`config.mk`:
```
export PLATFORM = sky130hd
export DESIGN_NAME = recirc_link_ctrl
export DESIGN_NICKNAME = d
export VERILOG_FILES = /design/src/rtl/recirc_link_ctrl.sv
export SDC_FILE = /design/constraint.sdc
export NUM_CORES = 1
export LEC_CHECK = 0
export ABC_AREA = 1
export CORE_ASPECT_RATIO = 0.6
export CORE_MARGIN = 5
export CORE_UTILIZATION = 39
export CTS_CLUSTER_SIZE = 25
export DETAILED_ROUTE_END_ITERATION = 10
export PLACE_DENSITY = 0.78
export SYNTH_ARGS = -nofsm -noshare
export SYNTH_HDL_FRONTEND = slang
export SYNTH_SLANG_ARGS = --single-unit
```
`constraint.sdc`:
```
create_clock -name clk_2f -period 1.8 [get_ports clk_2f]
set_input_delay 0.36 -clock clk_2f [delete_from_list [all_inputs] [get_ports clk_2f]]
set_output_delay 0.36 -clock clk_2f [all_outputs]
set_load 0.005 [all_outputs]
```
`src/rtl/recirc_link_ctrl.sv`:
```
`timescale 1ns/1ps
`default_nettype none
// ============================================================================
//  Module   : recirc_link_ctrl
//  Purpose  : Link sequencer for the recirculation stage. Watches the lane
//             word stream, declares the link active after a run of training
//             words, and drops it after a run of idle cycles or on an
//             upper-layer request. The registered 'active' output selects
//             forward (1, to demux_0) or loop-back (0, recirculate).
//
//  Ports    : clk_2f      in   sole clock, rising edge
//             reset       in   synchronous, active-high reset
//             data_input  in   [DATA_WIDTH-1:0] lane word
//             valid       in   data_input qualifier
//             force_idle  in   level request to drop / hold the link down
//             active      out  registered recirculator select
//             state       out  [1:0] 0 RESET, 1 SEARCH, 2 ACTIVE, 3 HOLD
//             link_up     out  one-cycle pulse on first active=1 cycle
//             link_down   out  one-cycle pulse on first active=0 after ACTIVE
//             stat_fwd    out  [15:0] forwarded-word counter
//             stat_recirc out  [15:0] recirculated-word counter
//
//  Options  : RECIRC_LINK_CTRL_STATS_EN - when defined, stat_fwd/stat_recirc
//             are saturating 16-bit counters; otherwise both read 16'h0000.
//
//  Revision : 1.0 - initial release
// ============================================================================
module recirc_link_ctrl #(
   parameter int                    DATA_WIDTH    = 32,
   parameter logic [DATA_WIDTH-1:0] TRAIN_PATTERN = 32'hBCBC_BCBC,
   parameter int                    TRAIN_COUNT   = 4,
   parameter int                    LOSS_COUNT    = 4
) (
   input  logic                  clk_2f,
   input  logic                  reset,
   input  logic [DATA_WIDTH-1:0] data_input,
   input  logic                  valid,
   input  logic                  force_idle,
   output logic                  active,
   output logic [1:0]            state,
   output logic                  link_up,
   output logic                  link_down,
   output logic [15:0]           stat_fwd,
   output logic [15:0]           stat_recirc
);

   // FSM encoding is externally visible on the 'state' port.
   localparam logic [1:0] c_ST_RESET  = 2'd0;
   localparam logic [1:0] c_ST_SEARCH = 2'd1;
   localparam logic [1:0] c_ST_ACTIVE = 2'd2;
   localparam logic [1:0] c_ST_HOLD   = 2'd3;

   localparam logic [7:0] c_TRAIN_TGT = 8'(TRAIN_COUNT);
   localparam logic [7:0] c_LOSS_TGT  = 8'(LOSS_COUNT);
   localparam logic [7:0] c_CNT_MAX   = 8'hFF;

   // ------------------------------------------------------------------------
   // State and counters
   // ------------------------------------------------------------------------
   logic [1:0] r_state;
   logic [7:0] r_train_cnt;
   logic [7:0] r_loss_cnt;
   logic       r_active;
   logic       r_link_up;
   logic       r_link_down;

   logic [1:0] w_state_nxt;
   logic [7:0] w_train_nxt;
   logic [7:0] w_loss_nxt;
   logic [7:0] w_train_inc;
   logic [7:0] w_loss_inc;
   logic       w_is_pattern;
   logic       w_active_nxt;
   logic       w_link_up_nxt;
   logic       w_link_down_nxt;

   assign w_is_pattern = (data_input == TRAIN_PATTERN);

   // Saturating increments; the compare below uses the incremented value so
   // the transition happens on the edge that samples the N-th event.
   assign w_train_inc = (r_train_cnt == c_CNT_MAX) ? c_CNT_MAX : r_train_cnt + 8'd1;
   assign w_loss_inc  = (r_loss_cnt  == c_CNT_MAX) ? c_CNT_MAX : r_loss_cnt  + 8'd1;

   always_comb begin
      w_state_nxt = r_state;
      w_train_nxt = r_train_cnt;
      w_loss_nxt  = r_loss_cnt;

      case (r_state)
         c_ST_RESET: begin
            w_state_nxt = c_ST_SEARCH;
            w_train_nxt = 8'd0;
            w_loss_nxt  = 8'd0;
         end

         c_ST_SEARCH: begin
            w_loss_nxt = 8'd0;
            if (force_idle) begin
               // Upper layer wins over a qualifying word on the same edge.
               w_train_nxt = 8'd0;
            end else if (valid) begin
               if (w_is_pattern) begin
                  if (w_train_inc >= c_TRAIN_TGT) begin
                     w_state_nxt = c_ST_ACTIVE;
                     w_train_nxt = 8'd0;
                  end else begin
                     w_train_nxt = w_train_inc;
                  end
               end else begin
                  w_train_nxt = 8'd0;
               end
            end
            // valid=0: a gap neither breaks nor advances the run.
         end

         c_ST_ACTIVE: begin
            // Pattern words are plain payload once the link is up.
            w_train_nxt = 8'd0;
            if (force_idle) begin
               w_state_nxt = c_ST_HOLD;
               w_loss_nxt  = 8'd0;
            end else if (valid) begin
               w_loss_nxt = 8'd0;
            end else if (w_loss_inc >= c_LOSS_TGT) begin
               w_state_nxt = c_ST_HOLD;
               w_loss_nxt  = 8'd0;
            end else begin
               w_loss_nxt = w_loss_inc;
            end
         end

         c_ST_HOLD: begin
            // Words seen here never count toward training.
            w_train_nxt = 8'd0;
            w_loss_nxt  = 8'd0;
            if (!force_idle) begin
               w_state_nxt = c_ST_SEARCH;
            end
         end

         default: begin
            w_state_nxt = c_ST_RESET;
            w_train_nxt = 8'd0;
            w_loss_nxt  = 8'd0;
         end
      endcase
   end

   // Outputs derive from the transition so they register alongside the state;
   // SEARCH->ACTIVE and ACTIVE->HOLD are mutually exclusive, so the pulses
   // can never coincide and each lasts exactly one cycle.
   assign w_active_nxt    = (w_state_nxt == c_ST_ACTIVE);
   assign w_link_up_nxt   = (r_state == c_ST_SEARCH) && (w_state_nxt == c_ST_ACTIVE);
   assign w_link_down_nxt = (r_state == c_ST_ACTIVE) && (w_state_nxt == c_ST_HOLD);

   always_ff @(posedge clk_2f) begin
      if (reset) begin
         // Reset mid-ACTIVE drops the select silently: no link_down pulse.
         r_state     <= c_ST_RESET;
         r_train_cnt <= 8'd0;
         r_loss_cnt  <= 8'd0;
         r_active    <= 1'b0;
         r_link_up   <= 1'b0;
         r_link_down <= 1'b0;
      end else begin
         r_state     <= w_state_nxt;
         r_train_cnt <= w_train_nxt;
         r_loss_cnt  <= w_loss_nxt;
         r_active    <= w_active_nxt;
         r_link_up   <= w_link_up_nxt;
         r_link_down <= w_link_down_nxt;
      end
   end

   assign active    = r_active;
   assign state     = r_state;
   assign link_up   = r_link_up;
   assign link_down = r_link_down;

   // ------------------------------------------------------------------------
   // Traffic statistics
   // ------------------------------------------------------------------------
`ifdef RECIRC_LINK_CTRL_STATS_EN
   logic [15:0] r_stat_fwd;
   logic [15:0] r_stat_recirc;
   logic        w_fwd_hit;
   logic        w_recirc_hit;

   // Classification uses the registered select of the same cycle, i.e. the
   // path the word actually took through the recirculator.
   assign w_fwd_hit    = valid &&  r_active;
   assign w_recirc_hit = valid && !r_active && (r_state != c_ST_RESET);

   always_ff @(posedge clk_2f) begin
      if (reset) begin
         r_stat_fwd    <= 16'h0000;
         r_stat_recirc <= 16'h0000;
      end else begin
         if (w_fwd_hit && (r_stat_fwd != 16'hFFFF)) begin
            r_stat_fwd <= r_stat_fwd + 16'd1;
         end
         if (w_recirc_hit && (r_stat_recirc != 16'hFFFF)) begin
            r_stat_recirc <= r_stat_recirc + 16'd1;
         end
      end
   end

   assign stat_fwd    = r_stat_fwd;
   assign stat_recirc = r_stat_recirc;
`else
   assign stat_fwd    = 16'h0000;
   assign stat_recirc = 16'h0000;
`endif

endmodule
`default_nettype wire

```
== Yosys cells after proc, flatten, opt, wreduce, memory -nomap -nowiden ==
Index checks and enable logic that the tools add are counted.

* Bits in registers: 21
* Bits in latches: 0
* Bits in writable memories: 0
* Memory bits (read-only): 0
* Word-level logic and storage cells: 44
* Memories: 0

* $add $sub $neg: 2
* $mul: 0
* Div/mod/pow operators: 0
* Magnitude comparators: 2
* Equality and inequality tests: 9
* Shifts and indexed selects: 0
* Muxes and demuxes: 20
* Bitwise gates (word level): 0
* Reductions and logical operators: 5

{| class="wikitable"
|+ Operator list
! cell !! number
|-
| two-way mux 8 bit || 9
|-
| == test 32 bit, second input constant || 1
|-
| case mux 8 bit (2 select lines) || 2
|-
| adder 8 x 1 -> 8 bit, second input constant || 2
|-
| == test 8 bit, second input constant || 2
|-
| greater-or-equal comparator 8 x 3 -> 1 bit, second input constant || 2
|-
| two-way mux 2 bit || 8
|-
| == test 2 bit, second input constant || 4
|-
| case mux 2 bit (4 select lines) || 1
|-
| OR reduction 3 bit || 2
|-
| != test 3 bit, second input constant || 1
|-
| == test 2 x 1 -> 1 bit, second input constant || 1
|-
| logical AND 1 bit || 2
|-
| zero test 2 bit || 1
|}

== Longest topological paths before layout ==
Gate-level depths: netlist of the first run.

* Depth in word-level cells: 10
* Mapped depth: 11
* Gate-level depth less buffers: 11

== Least setup slack after synthesis of the first run ==
No wires, ideal clock.

* Path kind: register -> register
* Start: register r_loss_cnt[0]
* End: register r_active, in the netlist active
* Setup time: 0.126 ns
* Arrival: 1.202 ns
* Data required time: 1.674 ns
* Slack: 0.472 ns
* Cell stages (with the launch flop): 11
* Buffers on the path: 0
* Cell sequence: dfxtp_1 ha_1 nand2_2 nor2_4 nand2_1 nand2_1 nor2_4 nand3_2 nand2_2 nand2_1 nor2_2

* Cells in the longest elaborated chain, start to end: 8
* Elaborated cells between the ends (all ways): 9
* Those cells by class: add/sub (1); order compare (1); eq/ne (2); mux (5)

{| class="wikitable"
|+ RTL lines
! item !! RTL line !! source
|-
| start: declaration || 62 || <nowiki>logic [7:0] r_loss_cnt;</nowiki>
|-
| start signal: assignment || 168 || <nowiki>r_loss_cnt <= w_loss_nxt;</nowiki>
|-
| adder 8 x 1 -> 8 bit or == test 8 bit (tied branches) || 82 || <nowiki>assign w_loss_inc = (r_loss_cnt == c_CNT_MAX) ? c_CNT_MAX : r_loss_cnt + 8'd1;</nowiki>
|-
| two-way mux 8 bit (*) || 82 ||
|-
| greater-or-equal comparator 8 x 3 -> 1 bit (*) || 124 || <nowiki>end else if (w_loss_inc >= c_LOSS_TGT) begin</nowiki>
|-
| two-way mux 2 bit (*) || 124 ||
|-
| two-way mux 2 bit (*) || 122 || <nowiki>end else if (valid) begin</nowiki>
|-
| two-way mux 2 bit (*) || 119 || <nowiki>if (force_idle) begin</nowiki>
|-
| case mux 2 bit (4 select lines) (*) || 89 || <nowiki>case (r_state)</nowiki>
|-
| == test 2 bit (*) || 152 || <nowiki>assign w_active_nxt = (w_state_nxt == c_ST_ACTIVE);</nowiki>
|-
| end signal: assignment || 169 || <nowiki>r_active <= w_active_nxt;</nowiki>
|-
| end: declaration || 63 || <nowiki>logic r_active;</nowiki>
|}

Mark *: on every way between the ends. The rest lies on a longest branch, timed or not.
A chain may end at the register's enable or synchronous reset.

== Final worst setup path of the first run ==
* Start: input valid
* End: register r_active, in the netlist active

* Cells in the longest elaborated chain, start to end: 4
* Elaborated cells between the ends (all ways): 6
* Those cells by class: eq/ne (1); mux (5)

{| class="wikitable"
|+ RTL lines
! item !! RTL line !! source
|-
| start: declaration || 37 || <nowiki>input logic valid,</nowiki>
|-
| two-way mux 2 bit (on tied branches) || 122, 101 ||
|-
| two-way mux 2 bit (on tied branches) || 119, 98 ||
|-
| case mux 2 bit (4 select lines) (*) || 89 ||
|-
| == test 2 bit (*) || 152 ||
|}

Marked as above.

==> impl_metrics.csv, run 1 <==
group,metric,value,unit
clock_network,cts_inserted_buffers,3,
timing,timing.setup.tns,0,ps
clock_network,clk_pin_slew_worst_paths,70,ps
clock_network,cts_post_setup_buffers_inserted,0,
run,cap_violations,0,
die,starting_utilization_of_the_core_area,40.76,%
grt,maximum_number_of_pins_on_one_net_before_global_route_repair,13,
power_and_ir_drop,power.switching,217.0,uW
placed_design,hpwlAfterDp,2517,um
synthesis,synth-seq-cells,21,
detailed_routing,detail_route.first_pass.iterations,4,
clock_network,cts-htree-levels,1,
critical_path,worstSetupPathType,"in2reg",
clock_network,insertion_delay,260,ps
detailed_routing,wl_per_cell,9.922,um
die,floorplan.die.width,85.39,um
detailed_routing,drt_iter0_markers,42,
timing,finClkSkew,2.239,ps
power_and_ir_drop,power_switching_share,23.25,%
cells_and_area,area.growth.synth_to_final,30.95,%
timing,final-setup-viol-count,0,
synthesis,cell_count_after_synthesis,199,
placed_design,preCtsSetupSlack,20.17,ps
die,core.rowCount,16,
timing,timing.final.crit_share,85.56,%
grt,groute.usage.overall,12.26,%
timing,timing.final.hold_violations,0,
die,die_y,55.24,um
timing,final.min_clock_period,1540,ps
clock_network,cts-root-buf,"clkbuf_8",
detailed_routing,remaining_drc_errors,0,
timing,timing.fmax,0.6493,GHz
power_and_ir_drop,power.density_cell_area,535.9,mW/mm2
cells_and_area,diodes,0,
detailed_routing,vias_after_detailed_routing,1221,
critical_path,crit_arrival,1740,ps
detailed_routing,route.antenna.remaining_nets,0,
synthesis,synth.yosys.seq_area_share,31.61,%
synthesis,yosysTopAreaCellShare,31.61,%
timing,rsz0062_at_grt,"false",
critical_path,critPathRequiredTime,2000,ps
clock_network,cts_resized,0,
placed_design,port_buffers,40,
placed_design,place_inst,290,
clock_network,cts_hold_buf,0,
grt,sum_of_overflow_across_all_layers_after_global_routing,0,
cells_and_area,nFillCells,336,
synthesis,synth.largest_area_cell,"dfxtp_1",
power_and_ir_drop,p_int,716.3,uW
critical_path,startpoint_type,"input pin",
critical_path,r2r_slack,370,ps
worst_hold_path,hold_path.class,"reg2reg",
cells_and_area,fin_nets,288,
synthesis,synthesis.area,0.001330,mm2
synthesis,yosysWarningCount,0,
run_status,run_status,"finished, final reports clean",
critical_path,critical_path.most_common_cell,"nand2_1",
power_and_ir_drop,share_comb_of_total_power,15.9,%
critical_path,endpoint_kind,"register",
critical_path,critPathSlowestCell,"clkdlybuf4s50_1",
synthesis,netlist_top_cells_area,"dfxtp_1 (32%), buf_4 (18%), nand2_1 (13%)",
timing,setup_ws,259.9,ps
placed_design,routabilityCongestion,0.7646,
synthesis,yosys.cell_types.count,20,
clock_network,cts-root-to-sink-buffers,2,
grt,wire_length_of_the_first_global_routing_pass,4767,um
cells_and_area,final_cells,294,
critical_path,cp_max_fo,3,
power_and_ir_drop,sequentialPowerShare,51.4,%
grt,number_of_global_route_vias_before_repair,1134,
die,die_area,0.004717,mm2
timing,slew_violations,0,
power_and_ir_drop,vdd_drop_max,0.4193,mV
die,design.portCount,73,
power_and_ir_drop,power.leakage,0.8245,nW
cells_and_area,fraction_of_layout_instances_using_a_drive_strength_above_1,6.426,%
synthesis,syn_avg_cell_area,6.684,um2
clock_network,cts.sink_count,21,
detailed_routing,drt_wl_total,2917,um
critical_path,cp_slowest_stage_delay,480,ps
critical_path,crit_path_cell_trace,"clkdlybuf4s50_1 -> inv_1 -> nor2_1 -> nand2_1 -> nor2_1 -> nand4_1 -> nand2_1 -> nand2_1 -> nor2_2",
grt,antenna_found_initial,0,
detailed_routing,via_per_inst,4.153,
die,design.core.area,0.003263,mm2
timing,fin_hold_ws,457.5,ps
clock_network,tritoncts,"built",
power_and_ir_drop,clockPowerShare,32.7,%
-- layout by cell type (no fill, tap or decap), drive strengths merged, types with 4 or more instances in the layout --
cell           synthesis  final
nand4                  9      9
nand2                 48     48
clkbuf                 0      4
nand3                 10     10
nor2                  30     30
conb                   1     38
a21oi                  5      5
inv                   30     30
nor3                   6      6
clkdlybuf4s50          0     40
dfxtp                 21     21
-- power groups by stage --
stage          sequential, mW  combinational, mW  clock [mW]
3_5_place_dp            0.490              0.146           0
3_3_place_gp            0.490              0.144           0
5_1_grt                 0.481              0.165       0.342
4_1_cts                 0.479              0.146       0.316
6_report                0.479              0.148       0.305
2_1_floorplan           0.489              0.106           0
-- kinds of logic (layout without fill, tap and decap cells) --
logic type	count (synthesis)	after routing	synth area share, %
AO/OA/AOI/OAI	7	7	3.010
XOR/XNOR	1	1	0.6586
other	1	38	0.2819
AND/OR/NAND/NOR	104	104	35.75
flip-flops	21	21	31.61
buffers and inverters	63	76	26.81
adder cells (fa/ha/maj)	2	2	1.881
-- cell usage after synthesis --
cell type / count
a21oi_1: 5
buf_1: 1
buf_4: 32
conb_1: 1
dfxtp_1: 21
ha_1: 2
inv_1: 29
inv_2: 1
nand2_1: 46
nand2_2: 2
nand3_1: 7
nand3_2: 3
nand4_1: 9
nor2_1: 26
nor2_2: 2
nor2_4: 2
nor3_1: 6
o21bai_1: 2
or2_2: 1
xnor2_1: 1
-- critical path, delay by kind of cell --
family        cells  cell delay, ps
simple gates      7             830
buf+inv           2             540
-- state kept, by name, indices dropped and copies added (netlist names) --
signal,count
state,2
r_loss_cnt,8
link_down,1
active,1
r_train_cnt,8
link_up,1
-- per-stage QoR --
step / instance area, um2 / power, mW / util, %
4_1_cts: 1742 / 0.9419 / 53.37
3_5_place_dp: 1697 / 0.6360 / 51.99
6_report: 1742 / 0.9333 / 53.37
3_3_place_gp: 1697 / 0.6340 / 51.99
2_1_floorplan: 1469 / 0.5947 / -
5_1_grt: 1742 / 0.9882 / 53.37
-- routing by layer --
metal  share of wire, %  GRT usage [%]
met5                  0              0
met1                 44          14.54
met3                 11          5.944
met2                 45          19.91
met4               0.38          2.935
-- final cells by class --
cell class / count / area, um2 / area share, %
tap: 45 / 56.30 / 3.233
multi-input combinational: 152 / 691.9 / 39.73
clock buffer: 4 / 45.04 / 2.586
inverter: 30 / 112.6 / 6.466
timing repair buffer: 42 / 415.4 / 23.85
sequential: 21 / 420.4 / 24.14
-- final timing paths --
check,from,depth (start not counted),to
worst max register to register,r_loss_cnt[0]$_SDFF_PP0_,10,active$_SDFF_PP0_
worst min-delay path,r_train_cnt[7]$_SDFFE_PP0P_,2,r_train_cnt[7]$_SDFFE_PP0P_
worst min register to register,r_train_cnt[7]$_SDFFE_PP0P_,2,r_train_cnt[7]$_SDFFE_PP0P_
worst max-delay path,valid,9,active$_SDFF_PP0_
Note: power is estimated with default switching activity, not from simulation.
==> inputs of run 2 (changes only) <==
- SKIP_LAST_GASP: not set -> 1
==> results of run 2 <==
The final DEF is identical to that of run 1; final timing and power are the same.
==> inputs of run 3 (changes only) <==
- SETUP_SLACK_MARGIN: not set -> 0.5
==> run 3 against run 2 <==
  * Via count increased by 3.4%
  * Clock power about the same
  * Maximum frequency increased by 12%
  * Non-clock buffer count increased by 7
  * Global-route usage increased by 0.36 points
  * First-iteration DRC count decreased by 64%
  * Flip-flop and latch count unchanged
  * Final area increased by 7.6%
  * Highest routed layer unchanged
==> impl_metrics.csv, run 3 (same netlist as run 1, synthesis figures left out) <==
group,metric,value,unit
critical_path,critical_path_buf_inv_count,1,
placed_design,place_inst,290,
power_and_ir_drop,power_switching_share,24.70,%
placed_design,port_buffers,40,
grt,maximum_number_of_pins_on_one_net_before_global_route_repair,13,
grt,antenna_found_initial,0,
grt,grt.met1_usage,13.69,%
critical_path,critPathTopFamily,"simple AND/OR/NAND/NOR gates",
clock_network,clk_pin_slew_worst_paths,70,ps
power_and_ir_drop,total_power,917.0,uW
clock_network,cts-root-to-sink-buffers,2,
grt,grtUsageMet3,5.349,%
timing,timing.fmax,0.7268,GHz
detailed_routing,remaining_drc_errors,0,
grt,number_of_global_route_vias_before_repair,1160,
die,die_area,0.004717,mm2
clock_network,cts-root-buf,"clkbuf_8",
power_and_ir_drop,power.leakage,0.9670,nW
cells_and_area,fraction_of_layout_instances_using_a_drive_strength_above_1,20.31,%
timing,timing.final.hold_violations,0,
timing,rsz0062_at_grt,"true",
critical_path,path_depth,11,
cells_and_area,utilization,57.44,%
grt,grt_most_used_layer,"met2",
cells_and_area,diodes,0,
cells_and_area,layout.cells.most_common_list,"nand2_1 (41), conb_1 (38), dlygate4sd2_1 (33)",
power_and_ir_drop,vdd_drop_max,0.5102,mV
cells_and_area,layout.cells.most_common,"nand2_1",
clock_network,cts.sink_count,21,
critical_path,reg2reg_path_depth,11,
grt,globalRouteMet2Util,21.79,%
die,design.core.area,0.003263,mm2
run,cap_violations,0,
critical_path,crit_path_cell_trace,"ha_4 -> nand2_4 -> nor2_4 -> nand3_2 -> nand2_2 -> inv_2 -> nor2_4 -> nand3_2 -> nand2_2 -> nand2_1 -> nor2_2",
timing,final-setup-viol-count,0,
timing,timing.setup.tns,0,ps
die,core.rowCount,16,
run_status,run_status,"finished, final reports clean",
timing,slew_violations,0,
placed_design,standard_cell_area_after_detailed_placement,0.001700,mm2
critical_path,critPathSlowestCell,"dfxtp_2",
power_and_ir_drop,power.switching,226.5,uW
die,starting_utilization_of_the_core_area,40.76,%
detailed_routing,via_per_inst,4.196,
grt,groute.usage.overall,12.62,%
power_and_ir_drop,power.density_cell_area,489.3,mW/mm2
placed_design,hpwlAfterDp,2460,um
clock_network,tritoncts,"built",
worst_hold_path,hold_path.class,"reg2reg",
detailed_routing,vias_after_detailed_routing,1263,
clock_network,cts_hold_buf,0,
critical_path,cp_max_fo,5,
critical_path,critPathRequiredTime,2010,ps
clock_network,insertion_delay,260,ps
placed_design,routabilityCongestion,0.7631,
critical_path,startpoint_type,"register",
power_and_ir_drop,clockPowerShare,33.1,%
critical_path,worstSetupPathType,"reg2reg",
grt,sum_of_overflow_across_all_layers_after_global_routing,0,
detailed_routing,detail_route.first_pass.iterations,4,
cells_and_area,final_cells,301,
power_and_ir_drop,sequentialPowerShare,52.0,%
die,design.portCount,73,
worst_hold_path,timing.hold.worst_path_depth,2,
critical_path,endpoint_kind,"register",
timing,final.min_clock_period,1376,ps
timing,timing.final.crit_share,76.44,%
cells_and_area,nFillCells,339,
clock_network,cts-htree-levels,1,
timing,finClkSkew,1.422,ps
critical_path,crit_arrival,1580,ps
die,floorplan.die.width,85.39,um
detailed_routing,drt_wl_total,3265,um
die,die_y,55.24,um
critical_path,cp_slowest_stage_delay,360,ps
cells_and_area,fin_nets,295,
power_and_ir_drop,share_comb_of_total_power,14.8,%
detailed_routing,wl_per_cell,10.85,um
clock_network,cts_inserted_buffers,3,
detailed_routing,drt_iter0_markers,15,
cells_and_area,final_design_area_no_fill,0.001874,mm2
power_and_ir_drop,p_int,690.5,uW
cells_and_area,area.growth.synth_to_final,40.92,%
detailed_routing,route.antenna.remaining_nets,0,
grt,wire_length_of_the_first_global_routing_pass,4878,um
==> run 3: cell types whose count changed in the layout (fill, tap and decap cells not counted), moves of 4 or more <==
cell	previous run	this run
buf_4	2	9
nand2_1	46	41
dfxtp_1	21	15
clkdlybuf4s50_1	40	4
dfxtp_2	0	4
dlygate4sd2_1	0	33
nor2_1	26	17
nor2_2	2	8
nand2_2	2	6
==> run 3: path summary, 6_finish.rpt <==
| path | start | to | slack, ps |
|---|---|---|---|
| setup / recovery | r_loss_cnt[0]$_SDFF_PP0_ | active$_SDFF_PP0_ | 420 |
| hold / removal | r_train_cnt[7]$_SDFFE_PP0P_ | r_train_cnt[7]$_SDFFE_PP0P_ | 460 |
| setup reg to reg | r_loss_cnt[0]$_SDFF_PP0_ | active$_SDFF_PP0_ | 420 |
| hold reg to reg | r_train_cnt[7]$_SDFFE_PP0P_ | r_train_cnt[7]$_SDFFE_PP0P_ | 460 |
==> run 3: what timing repair did <==
action | 4_1_cts | 5_1_grt
resized for setup | 53 | 18
pin swaps | 30 | 18
setup endpoints to repair | 14 | 10
buffers inserted | 7 | 0
==> run 3: power by group through the flow <==
stage                     Combinational [mW]  Clock [mW]  Sequential, mW
after floorplan                        0.106           0           0.489
after global placement                 0.143           0           0.490
after detailed placement               0.146           0           0.490
after CTS                              0.128       0.316           0.478
after global routing                   0.152       0.341           0.478
final                                  0.136       0.304           0.477
==> run 3: per-layer routing <==
metal,up-vias,wire length [um]
li1,654,-
met2,42,1584
met4,0,67
met3,7,282
met1,560,1330
met5,-,0
==> run 3: cell type report <==
cell class / count / area (um2) / share of cell area (%)
multi-input cells: 152 / 792.0 / 42.26
repair buffers: 49 / 434.2 / 23.16
flip-flops and latches: 21 / 432.9 / 23.10
inverters: 30 / 112.6 / 6.008
well taps: 45 / 56.30 / 3.004
clock buffers: 3 / 41.29 / 2.203
clock inverters: 1 / 5.005 / 0.2670
==> run 3: worst register-to-register path: cells and delay by family, from the launching register on <==
family                   cells  cell delay (ps)
AND/OR/NAND/NOR              9              770
flip-flops                   1              360
adder cells (fa/ha/maj)      1              160
buffers and inverters        1               40
==> run 3: per-stage QoR <==
step / setup WS, ps / hold slack (ps)
detailed placement: 21.35 / 448.1
floorplan: 500.1 / 431.4
finish: 424.0 / 461.1
global placement: 39.96 / 445.0
global route: 306.8 / 483.0
CTS: 342.1 / 460.6
